File: config.mk
export PLATFORM = sky130hd
export DESIGN_NAME = timestamp_fifo_arbiter
export DESIGN_NICKNAME = d
export VERILOG_FILES = /design/src/rtl/timestamp_fifo_arbiter.sv
export SDC_FILE = /design/constraint.sdc
export NUM_CORES = 1
export LEC_CHECK = 0
export ABC_AREA = 1
export CAP_MARGIN = 10
export CORE_UTILIZATION = 40
export DETAILED_ROUTE_END_ITERATION = 8
export PLACE_DENSITY = 0.9
export RECOVER_POWER = 100
export SLEW_MARGIN = 0
export SYNTH_ARGS = -nofsm -noshare
export SYNTH_HDL_FRONTEND = slang
export SYNTH_SLANG_ARGS = --single-unit
export TNS_END_PERCENT = 100
File: constraint.sdc
create_clock -name CLK -period 2.35 [get_ports CLK]
set_input_delay 0.3525 -clock CLK [delete_from_list [all_inputs] [get_ports CLK]]
set_output_delay 0.3525 -clock CLK [all_outputs]
set_load 0.02 [all_outputs]
File: src/rtl/timestamp_fifo_arbiter.sv
// Packet-atomic round-robin merger for timestamp core FIFO outputs.
//
// Up to N_SRC first-word-fall-through source FIFOs are merged into one
// first-word-fall-through output stream. A grant is held for exactly
// PACKET_LEN words, so a multi-word timestamp record is never interleaved
// with words from another source. Words pass through bit-exact.
//
// Ports:
//   CLK, RST_N   single clock, asynchronous active-low reset
//   SRC_EN       per-source enable mask (sampled only while arbitrating)
//   SRC_EMPTY    source FIFO empty flags
//   SRC_DATA     source FIFO heads, source i at [i*DATA_W +: DATA_W]
//   SRC_READ     one-hot source pop strobe
//   FIFO_READ    downstream pop
//   FIFO_EMPTY   output register empty
//   FIFO_DATA    output word
//   FIFO_SRC     index of the source that produced FIFO_DATA
//   BUSY         high while a packet grant is held
module timestamp_fifo_arbiter #(
  parameter int N_SRC      = 4,
  parameter int PACKET_LEN = 3,
  parameter int DATA_W     = 32,
  localparam int IDX_W     = $clog2(N_SRC),
  localparam int CNT_W     = (PACKET_LEN > 1) ? $clog2(PACKET_LEN) : 1
) (
  input  logic                    CLK,
  input  logic                    RST_N,
  input  logic [N_SRC-1:0]        SRC_EN,
  input  logic [N_SRC-1:0]        SRC_EMPTY,
  input  logic [N_SRC*DATA_W-1:0] SRC_DATA,
  output logic [N_SRC-1:0]        SRC_READ,
  input  logic                    FIFO_READ,
  output logic                    FIFO_EMPTY,
  output logic [DATA_W-1:0]       FIFO_DATA,
  output logic [IDX_W-1:0]        FIFO_SRC,
  output logic                    BUSY
);

  localparam logic [CNT_W-1:0] LAST_CNT = CNT_W'(PACKET_LEN - 1);

  typedef enum logic {IDLE, GRANT} state_t;

  state_t             state, state_nxt;
  logic [IDX_W-1:0]   grant, grant_nxt;
  logic [IDX_W-1:0]   last_grant, last_grant_nxt;
  logic [CNT_W-1:0]   word_cnt, word_cnt_nxt;

  logic [N_SRC-1:0]   req;
  logic               found;
  logic [IDX_W-1:0]   pick;
  int                 rr_idx;
  logic               xfer;
  logic [DATA_W-1:0]  src_head;

  assign req      = SRC_EN & ~SRC_EMPTY;
  assign src_head = SRC_DATA[int'(grant)*DATA_W +: DATA_W];
  // A word moves only when the granted head is present and the output
  // register is free or being drained in the same cycle.
  assign xfer     = (state == GRANT) && !SRC_EMPTY[grant] && (FIFO_EMPTY || FIFO_READ);
  assign BUSY     = (state == GRANT);

  always_comb begin
    SRC_READ = '0;
    if (xfer) SRC_READ[grant] = 1'b1;
  end

  // Round-robin search starting just above the previous winner, wrapping
  // modulo N_SRC; the previous winner itself is checked last.
  always_comb begin
    found  = 1'b0;
    pick   = '0;
    rr_idx = 0;
    for (int k = 1; k <= N_SRC; k++) begin
      rr_idx = int'(last_grant) + k;
      if (rr_idx >= N_SRC) rr_idx = rr_idx - N_SRC;
      if (!found && req[rr_idx]) begin
        found = 1'b1;
        pick  = IDX_W'(rr_idx);
      end
    end
  end

  always_ff @(posedge CLK or negedge RST_N) begin
    if (!RST_N) begin
      state      <= IDLE;
      grant      <= '0;
      last_grant <= IDX_W'(N_SRC - 1);
      word_cnt   <= '0;
    end else begin
      state      <= state_nxt;
      grant      <= grant_nxt;
      last_grant <= last_grant_nxt;
      word_cnt   <= word_cnt_nxt;
    end
  end

  always_comb begin
    state_nxt      = state;
    grant_nxt      = grant;
    last_grant_nxt = last_grant;
    word_cnt_nxt   = word_cnt;
    case (state)
      IDLE: begin
        if (found) begin
          state_nxt      = GRANT;
          grant_nxt      = pick;
          last_grant_nxt = pick;
          word_cnt_nxt   = '0;
        end
      end
      GRANT: begin
        // An empty granted source simply stalls here; the packet is never
        // abandoned, and SRC_EN is not looked at until the packet ends.
        if (xfer) begin
          if (word_cnt == LAST_CNT) begin
            state_nxt    = IDLE;
            word_cnt_nxt = '0;
          end else begin
            word_cnt_nxt = word_cnt + 1'b1;
          end
        end
      end
      default: state_nxt = IDLE;
    endcase
  end

  // Output register stage
  always_ff @(posedge CLK or negedge RST_N) begin
    if (!RST_N) begin
      FIFO_EMPTY <= 1'b1;
      FIFO_DATA  <= '0;
      FIFO_SRC   <= '0;
    end else if (xfer) begin
      FIFO_DATA  <= src_head;
      FIFO_SRC   <= grant;
      FIFO_EMPTY <= 1'b0;
    end else if (FIFO_READ) begin
      FIFO_EMPTY <= 1'b1;
    end
  end

endmodule

# --- After elaboration in Yosys (flattened, before gate mapping) ---
# Index checks and enable logic that the tools add are counted.
word_totals:
  ram_bits: 0
  rom_bits: 0
  in_bits: 139
  word_cells: 86
  regBits: 42
  latchBits: 0
  output_inout_bits: 40
  memories: 0
op_classes:
  shifts: 1
  n_bitwise: 3
  mul: 0
  n_reduce_logical: 14
  mux: 39
  eq_ne: 3
  order_cmp: 10
  n_div: 0
  n_addsub: 9
ops:
  columns: ["operator", "count"]
  rows:
  - ["$lt 32x4->1 const B", 4]
  - ["$mux 32", 4]
  - ["$shiftx 128x8->32", 1]
  - ["$mux 1", 19]
  - ["$mux 2", 7]
  - ["$sub 3x3->4 const B", 3]
  - ["$bmux 1 s2", 5]
  - ["$ge 3x3->1 const B", 3]
  - ["$add 2x2->3 const B", 2]
  - ["$logic_and 1x1->1", 6]
  - ["$sub 4x3->5 const B", 1]
  - ["$add 2x3->4 const B", 1]
  - ["$and 4x4->4", 1]
  - ["$ge 4x3->1 const B", 1]
  - ["$logic_not 1->1", 4]
  - ["$mux 4", 1]
  - ["$not 4->4", 1]
  - ["$pmux 2 s2", 1]
  - ["$reduce_and 2->1", 2]
  - ["$add 2x1->3 const B", 1]
  - ["$lt 2x3->1 const B", 1]
  - ["$add 2x1->2 const B", 1]
  - ["$demux 1 s2", 1]
  - ["$eq 2x2->1 const B", 1]
  - ["7 further kinds", 7]

# --- Logic depth before layout (Yosys ltp) ---
# Gate-level depths: netlist (run 1).
logic_depth:
  ltp_word: 18
  ltp_mapped: 12
  ltp_nobuf: 11

# --- Worst setup path after synthesis (run 1) ---
# OpenSTA, ideal clock, no wires.
synth_path:
  kind: "flip-flop to output port"
  start: "reg state (netlist: BUSY)"
  end: "out SRC_READ[1]"
  arrival_ns: 1.627
  path_buffers: 1
  t_required_ns: 1.997
  stages_incl_launch_ff: 8
  setup_slack_ns: 0.370
  path_cell_list: "dfrtp_1 -> inv_1 -> a21oi_1 -> o21ai_1 -> nor3_4 -> inv_2 -> buf_2 -> nor2_1"
synth_via:
  elab_chain_cells: 3
synth_rtl:
  columns: ["item", "line_no", "source"]
  rows:
  - ["start: declaration", "43", "state_t state, state_nxt;"]
  - ["start signal: assignment", "90", "state <= state_nxt;"]
  - ["$logic_and 1x1->1 (2 in series)", "59", "assign xfer = (state == GRANT) && !SRC_EMPTY[grant] && (FIFO_EMPTY || FIFO_READ);"]
  - ["$mux 4", "64", "if (xfer) SRC_READ[grant] = 1'b1;"]
  - ["end: declaration", "31", "output logic [N_SRC-1:0] SRC_READ,"]
# Every way passes these cells.

# --- Worst setup path after layout (run 1) ---
layout_path:
  start: "reg last_grant[0]"
  end: "reg word_cnt[1]"
layout_via:
  elab_chain_cells: 18
layout_rtl:
  columns: ["item", "line_no", "source"]
  rows:
  - ["start: declaration", "45", "logic [IDX_W-1:0] last_grant, last_grant_nxt;"]
  - ["start signal: assignment", "87", "last_grant <= IDX_W'(N_SRC - 1);"]
  - ["start signal: assignment", "92", "last_grant <= last_grant_nxt;"]
  - ["$add 2x1->3", "74", "rr_idx = int'(last_grant) + k;"]
  - ["$sub 3x3->4 / $ge 3x3->1 (equally long branches)", "75", "if (rr_idx >= N_SRC) rr_idx = rr_idx - N_SRC;"]
  - ["$mux 32", "75", null]
  - ["$bmux 1 s2", "76", "if (!found && req[rr_idx]) begin"]
  - ["$mux 1 (not written as such) (2 in series)", "76", null]
  - ["$mux 1", "76", null]
  - ["$logic_not 1->1", "76", null]
  - ["$logic_and 1x1->1", "76", null]
  - ["$mux 1", "76", null]
  - ["$logic_not 1->1", "76", null]
  - ["$logic_and 1x1->1", "76", null]
  - ["$mux 1", "76", null]
  - ["$logic_not 1->1", "76", null]
  - ["$logic_and 1x1->1", "76", null]
  - ["$mux 1 (*)", "76", null]
  - ["$ne 2x2->1 (no source line) (*)", null, null]
  - ["$reduce_and 2->1 (no source line) (*)", null, null]
  - ["end signal: assignment", "93", "word_cnt <= word_cnt_nxt;"]
  - ["end: declaration", "46", "logic [CNT_W-1:0] word_cnt, word_cnt_nxt;"]
# Mark *: on every way between the ends. The rest lies on a longest branch, timed or not. The select of a mux whose other input is x is not followed.
# A chain may end at the register's enable or synchronous reset.

==> summary.txt, run 1 <==
Fin. Hold Viols -> 0
Layout cells sized above 1 -> 5.201%
Synth unique cells -> 22
Non-Filler Instances -> 692
Worst setup endpoint -> word_cnt[1]
Setup crit start -> last_grant[0]
XOR/XNOR Fraction of Synth Area -> 0%
CP endpoint kind -> flop
Critical path class -> reg -> reg
Main synth FF type -> dfrtp_1
Max-cap viol count -> 0
Antenna diode count -> 0
DR iter-0 viols -> 158
FILL cells -> 573
Most frequent cell on the critical path -> nand3_1
Commonest cells post-synth -> nand2_1, nand3_1, dfrtp_1
RSZ-0062 raised after global routing -> no
Gr ovfl total -> 0
Yosys top cell area share -> 34.53%
Fin crit share -> 92.25%
Depth of the worst register-to-register path -> 8
Vias per cell -> 5.309
Seq cells post-synth -> 42
Slew headroom -> 3.397%
Status -> complete, no violations
Register area share after synthesis -> 37.32%
DP Area -> 4654 um2
Drt pass-1 iters -> 7
CP arrival -> 2.39 ns
Critical path, cell by cell -> inv_2 -> nand3_1 -> nand3_1 -> nand2_1 -> nand3_1 -> o21ai_0 -> nand3_1 -> nand2_1
Adder-Cell Fraction of Synth Area -> 0%
Max Fclk -> 0.4613 GHz
Register clock-pin slew on the reported worst setup and hold paths -> 0.08 ns
Design Area, Final -> 4778 um2
Hpwl dp -> 7.470 mm
Die area -> 7406 um2
Total power draw -> 0.005455 W
Synthesized area -> 2826 um2
Yosys top cell by area -> dfrtp_1
Number of global-route vias before repair -> 3504
CP Buf/Inv Count -> 1
Slew Viols, Final -> 0
Final Setup Violations -> 0
Net Count, Synth -> 571
Remaining DRCs -> 0
# port buffers -> 178
Largest family of logic cells by synthesized area -> simple AND/OR/NAND/NOR gates
Final ANT Viol Nets -> 0
Hold Crit Class -> in -> async
Nets -> 734
Syn Area/Cell -> 6.543 um2
Setup slack after layout -> 0.1821 ns
Post-Place Setup Slack -> -0.06144 ns
Post-CTS setup buffers -> 0
Logic depth of the worst path, buffers included -> 8
Core ar. -> 6794 um2
PD cells -> 1142 nW/um2
RR Startpoint -> last_grant[0]
Critical Path Max Stage Delay -> 0.64 ns
Skew final -> 0.003452 ns
Die X -> 86.06 um
Routed WL -> 10.34 mm
Largest net degree at the start of global routing -> 65
Initial antenna violation count -> 0
Slowest cell on crit path -> dfstp_2
CP Launch Type -> flop
Critical Path RT -> 2.57 ns
Post-synth EDFFs -> 0
Largest cells by area after synthesis -> dfrtp_1, nand2_1, nand3_1
Chip height -> 86.06 um
CP max FO -> 8
Multiplexer share of the synthesized area -> 0%
Max IR drop VDD -> 0.7201 mV
Total Routing Usage GR -> 27.14%
Clock root buffer -> clkbuf_8
Area fraction in compound gates after synthesis -> 2.125%
IO Count -> 179
Final core utilization -> 70.33%
Routed via count -> 3674
Synth async-reset ratio -> 100.0%
Warnings from Yosys -> 0
Initial Util -> 41.60%
Worst R2R Setup Slack -> 0.18 ns
First-pass GRT wire length -> 15.93 mm
P_leak -> 2.206 nW
Mapped Cells -> 432
Count leader, synth -> nand2_1
Clock Latency Late Sink -> 0.29 ns
Routed length per instance -> 14.93 um
TritonCTS clock tree -> built
Num CTS Buffers -> 5
Min Tclk post-route -> 2.168 ns
Row count -> 30
R2r endpoint -> word_cnt[1]
Layout area overhead -> 69.06%
Tightest Pin Transition -> 1.449 ns
Synth Area in Simple Gates -> 53.12%
Clock Tree Buf Depth -> 2
Crit path max-delay family -> simple AND/OR/NAND/NOR gates
Clk sinks -> 42
H-tree Lvls -> 2
GPL Wtd Cong -> 0.8823
Post-placement cell count -> 684
==> area by class of cell <==
class,count,area [um2],area share (%)
repair buffers,189,1846,38.62
clock inverters,2,60.06,1.257
flip-flops and latches,42,1059,22.15
multi-input cells,342,1555,32.55
clock buffers,6,82.58,1.728
well taps,96,120.1,2.514
inverters,15,56.30,1.178
==> state kept, by name (all words and copies together) (netlist names) <==
register	flops
grant	2
FIFO_DATA	32
BUSY	1
last_grant	2
word_cnt	2
FIFO_EMPTY	1
FIFO_SRC	2
==> worst reg2reg max path: stages (launching register included) <==
cell and delay, ns:
dfstp_2 0.64, inv_2 0.12, nand3_1 0.14, nand3_1 0.08, nand2_1 0.15, nand3_1 0.14
o21ai_0 0.58, nand3_1 0.15, nand2_1 0.11
==> worst min-delay path by stage <==
stage / end / slack [ns] / from
2_1_floorplan: BUSY / 0.06 / RST_N
4_1_cts: FIFO_DATA[6] / 0.08 / RST_N
5_1_grt: FIFO_DATA[22] / 0.49 / FIFO_DATA[22]
3_5_place_dp: FIFO_DATA[6] / 0.40 / RST_N
3_3_place_gp: FIFO_DATA[6] / 0.40 / RST_N
6_report: FIFO_DATA[6] / 0.39 / RST_N
==> kinds of logic after synthesis <==
family | count (synthesis)
AO/OA/AOI/OAI | 10
buffers and inverters | 48
flip-flops | 42
AND/OR/NAND/NOR | 332
==> repair_timing <==
action / 4_1_cts / 5_1_grt
gates resized for setup: 5 / 0
setup endpoints to repair: 4 / 0
hold buffers: 0 / 0
==> layer usage <==
layer / share of wire, % / vias to the layer above / track usage, %
met2: 51 / 183 / 50.72
met4: 1.8 / 0 / 10.76
met1: 38 / 1691 / 30.24
met5: 0 / - / 0
met3: 8.6 / 18 / 4.909
li1: - / 1782 / -
==> where the power goes <==
part | internal (W) | total (W) | switching, W
registers | 0.00108 | 0.00130 | 0.000221
clock network | 0.000453 | 0.000699 | 0.000245
logic | 0.00126 | 0.00345 | 0.00219
total | 0.00280 | 0.00545 | 0.00265
==> through the flow <==
step | hold WS, ns | setup TNS (ns)
2_1_floorplan | 0.05691 | 0
6_report | 0.3933 | 0
4_1_cts | 0.07725 | 0
3_3_place_gp | 0.3970 | 0
3_5_place_dp | 0.3962 | -0.09811
5_1_grt | 0.4900 | 0
==> layout by cell type (no fill, tap or decap), drive strengths merged, types with 4 or more instances in the layout <==
cell	synthesis	final
clkbuf	14	10
o21ai	4	4
nand2	166	166
clkdlybuf4s50	0	137
dlygate4sd3	0	36
dlygate4sd2	0	4
dfrtp	39	39
nor2	12	12
buf	19	8
nand4	35	35
nand3	117	117
inv	15	15
(Power assumes the default switching activity.)
==> inputs of run 2 (changes only) <==
- CORE_UTILIZATION: 40 -> 37
- PLACE_DENSITY: 0.9 -> 0.84
- REMOVE_ABC_BUFFERS: not set -> 1
- clock period: 2.35 -> 2.2 ns (I/O delays scaled with it)
==> summary.txt, run 2 (synthesized netlist as in run 1, its figures left out) <==
Status -> complete, no violations
Max Fclk -> 0.4767 GHz
Post-Place Setup Slack -> -0.2207 ns
CP arrival -> 1.77 ns
CP max FO -> 6
Largest net degree at the start of global routing -> 39
Max FFs per register -> 32
Layout area overhead -> 68.97%
Non-Filler Instances -> 700
CP Launch Type -> flop
Setup slack after layout -> 0.1023 ns
Critical path, cell by cell -> nand2_1 -> o22ai_1 -> nor3_4 -> inv_2 -> nor2_1 -> dlygate4sd2_1
Clock root buffer -> clkbuf_8
Hpwl dp -> 7.438 mm
P_leak -> 2.190 nW
Hold Crit Class -> reg -> reg
IO Count -> 179
Routed via count -> 3716
Number of global-route vias before repair -> 3447
Slowest cell on crit path -> dfrtp_2
GPL Wtd Cong -> 0.8432
Max IR drop VDD -> 0.5062 mV
Fin crit share -> 95.35%
Slew headroom -> 34.72%
Slew Viols, Final -> 0
Drt pass-1 iters -> 5
Critical Path RT -> 1.87 ns
RSZ-0062 raised after global routing -> no
Design Area, Final -> 4776 um2
Vias per cell -> 5.309
Skew final -> 0.005730 ns
WHS -> 0.4672 ns
Tightest Pin Transition -> 0.9791 ns
Initial antenna violation count -> 0
Chip height -> 89.40 um
Min Tclk post-route -> 2.098 ns
Die X -> 89.40 um
Max-cap viol count -> 0
Biggest register -> FIFO_DATA
Post-CTS setup buffers -> 0
DP Area -> 4688 um2
Initial Util -> 38.56%
Commonest non-fill, non-tap cell in the layout -> nand2_1
Layout cells sized above 1 -> 4.992%
Clock Tree Buf Depth -> 2
Antenna diode count -> 0
Remaining DRCs -> 0
# port buffers -> 178
Worst R2R Setup Slack -> 0.13 ns
Gr ovfl total -> 0
CP Buf/Inv Count -> 2
H-tree Lvls -> 2
Total power draw -> 0.005702 W
Die area -> 7992 um2
Clk sinks -> 42
Num CTS Buffers -> 5
Critical path class -> reg -> out
Fin. Hold Viols -> 0
FILL cells -> 612
Row count -> 31
Total Routing Usage GR -> 25.48%
DR iter-0 viols -> 212
Post-placement cell count -> 691
PD cells -> 1194 nW/um2
Final ANT Viol Nets -> 0
Most frequent cells in the layout -> nand2_1, clkdlybuf4s50_1, nand3_1, dfrtp_1, dlygate4sd3_1
CP endpoint kind -> output port
Final Setup Violations -> 0
Routed WL -> 10.08 mm
First-pass GRT wire length -> 15.50 mm
Core ar. -> 7331 um2
TritonCTS clock tree -> built
Nets -> 739
Register clock-pin slew on the reported worst setup and hold paths -> 0.08 ns
Crit path max-delay family -> flip-flops
Critical Path Max Stage Delay -> 0.46 ns
Clock Latency Late Sink -> 0.29 ns
Routed length per instance -> 14.40 um
[run 2: per-layer routing]
metal  track usage, %  wire [um]  vias up
li1                 -          -     1788
met1            28.41       3853     1694
met2            45.04       4925      207
met3            7.295        971       27
met4            11.54        327        0
met5                0          0        -
[run 2: area by class of cell]
cell class / instances / area, um2 / share of cell area, %
Clock buffer: 6 / 72.57 / 1.520
Sequential cell: 42 / 1057 / 22.14
Multi-Input combinational cell: 342 / 1553 / 32.51
Tap cell: 99 / 123.9 / 2.594
Clock inverter: 2 / 37.54 / 0.7860
Timing Repair Buffer: 194 / 1876 / 39.27
Inverter: 15 / 56.30 / 1.179
[run 2: report_power, final]
group	total, W	switching [W]	internal [W]
logic	0.00372	0.00235	0.00138
registers	0.00138	0.000222	0.00115
clock network	0.000605	0.000267	0.000339
total	0.00570	0.00283	0.00287
[run 2: worst register-to-register path, stage by stage, from the launching register on]
cell	delay [ns]
dfstp_1	0.69
inv_2	0.14
nand3_1	0.13
nand3_1	0.10
nand2_1	0.17
nand3_1	0.15
o21ai_1	0.42
nand3_1	0.12
nand2_1	0.10
[run 2: what timing repair did]
item,CTS,global route
hold endpoints to repair,7,0
setup endpoints to repair,4,3
gates resized for setup,4,5
hold buffers,1,0
[run 2: worst paths after layout]
| kind | startpoint | end | cells after the start |
|---|---|---|---|
| worst min-delay path | FIFO_DATA[29] | FIFO_DATA[29] | 2 |
| worst max-delay path | grant[0] | SRC_READ[2] | 6 |
| max in group asynchronous | RST_N | grant[0] | 3 |
| worst min register to register | FIFO_DATA[29] | FIFO_DATA[29] | 2 |
| worst max register to register | last_grant[0] | word_cnt[0] | 8 |
| min in group asynchronous | RST_N | FIFO_DATA[5] | 2 |
[run 2: stage by stage]
stage	TNS [ns]	utilization, %
finish	0	65.15
global route	0	65.15
CTS	0	65.52
detailed placement	-0.6298	63.95
global placement	-0.3602	63.95
floorplan	-61.36	-
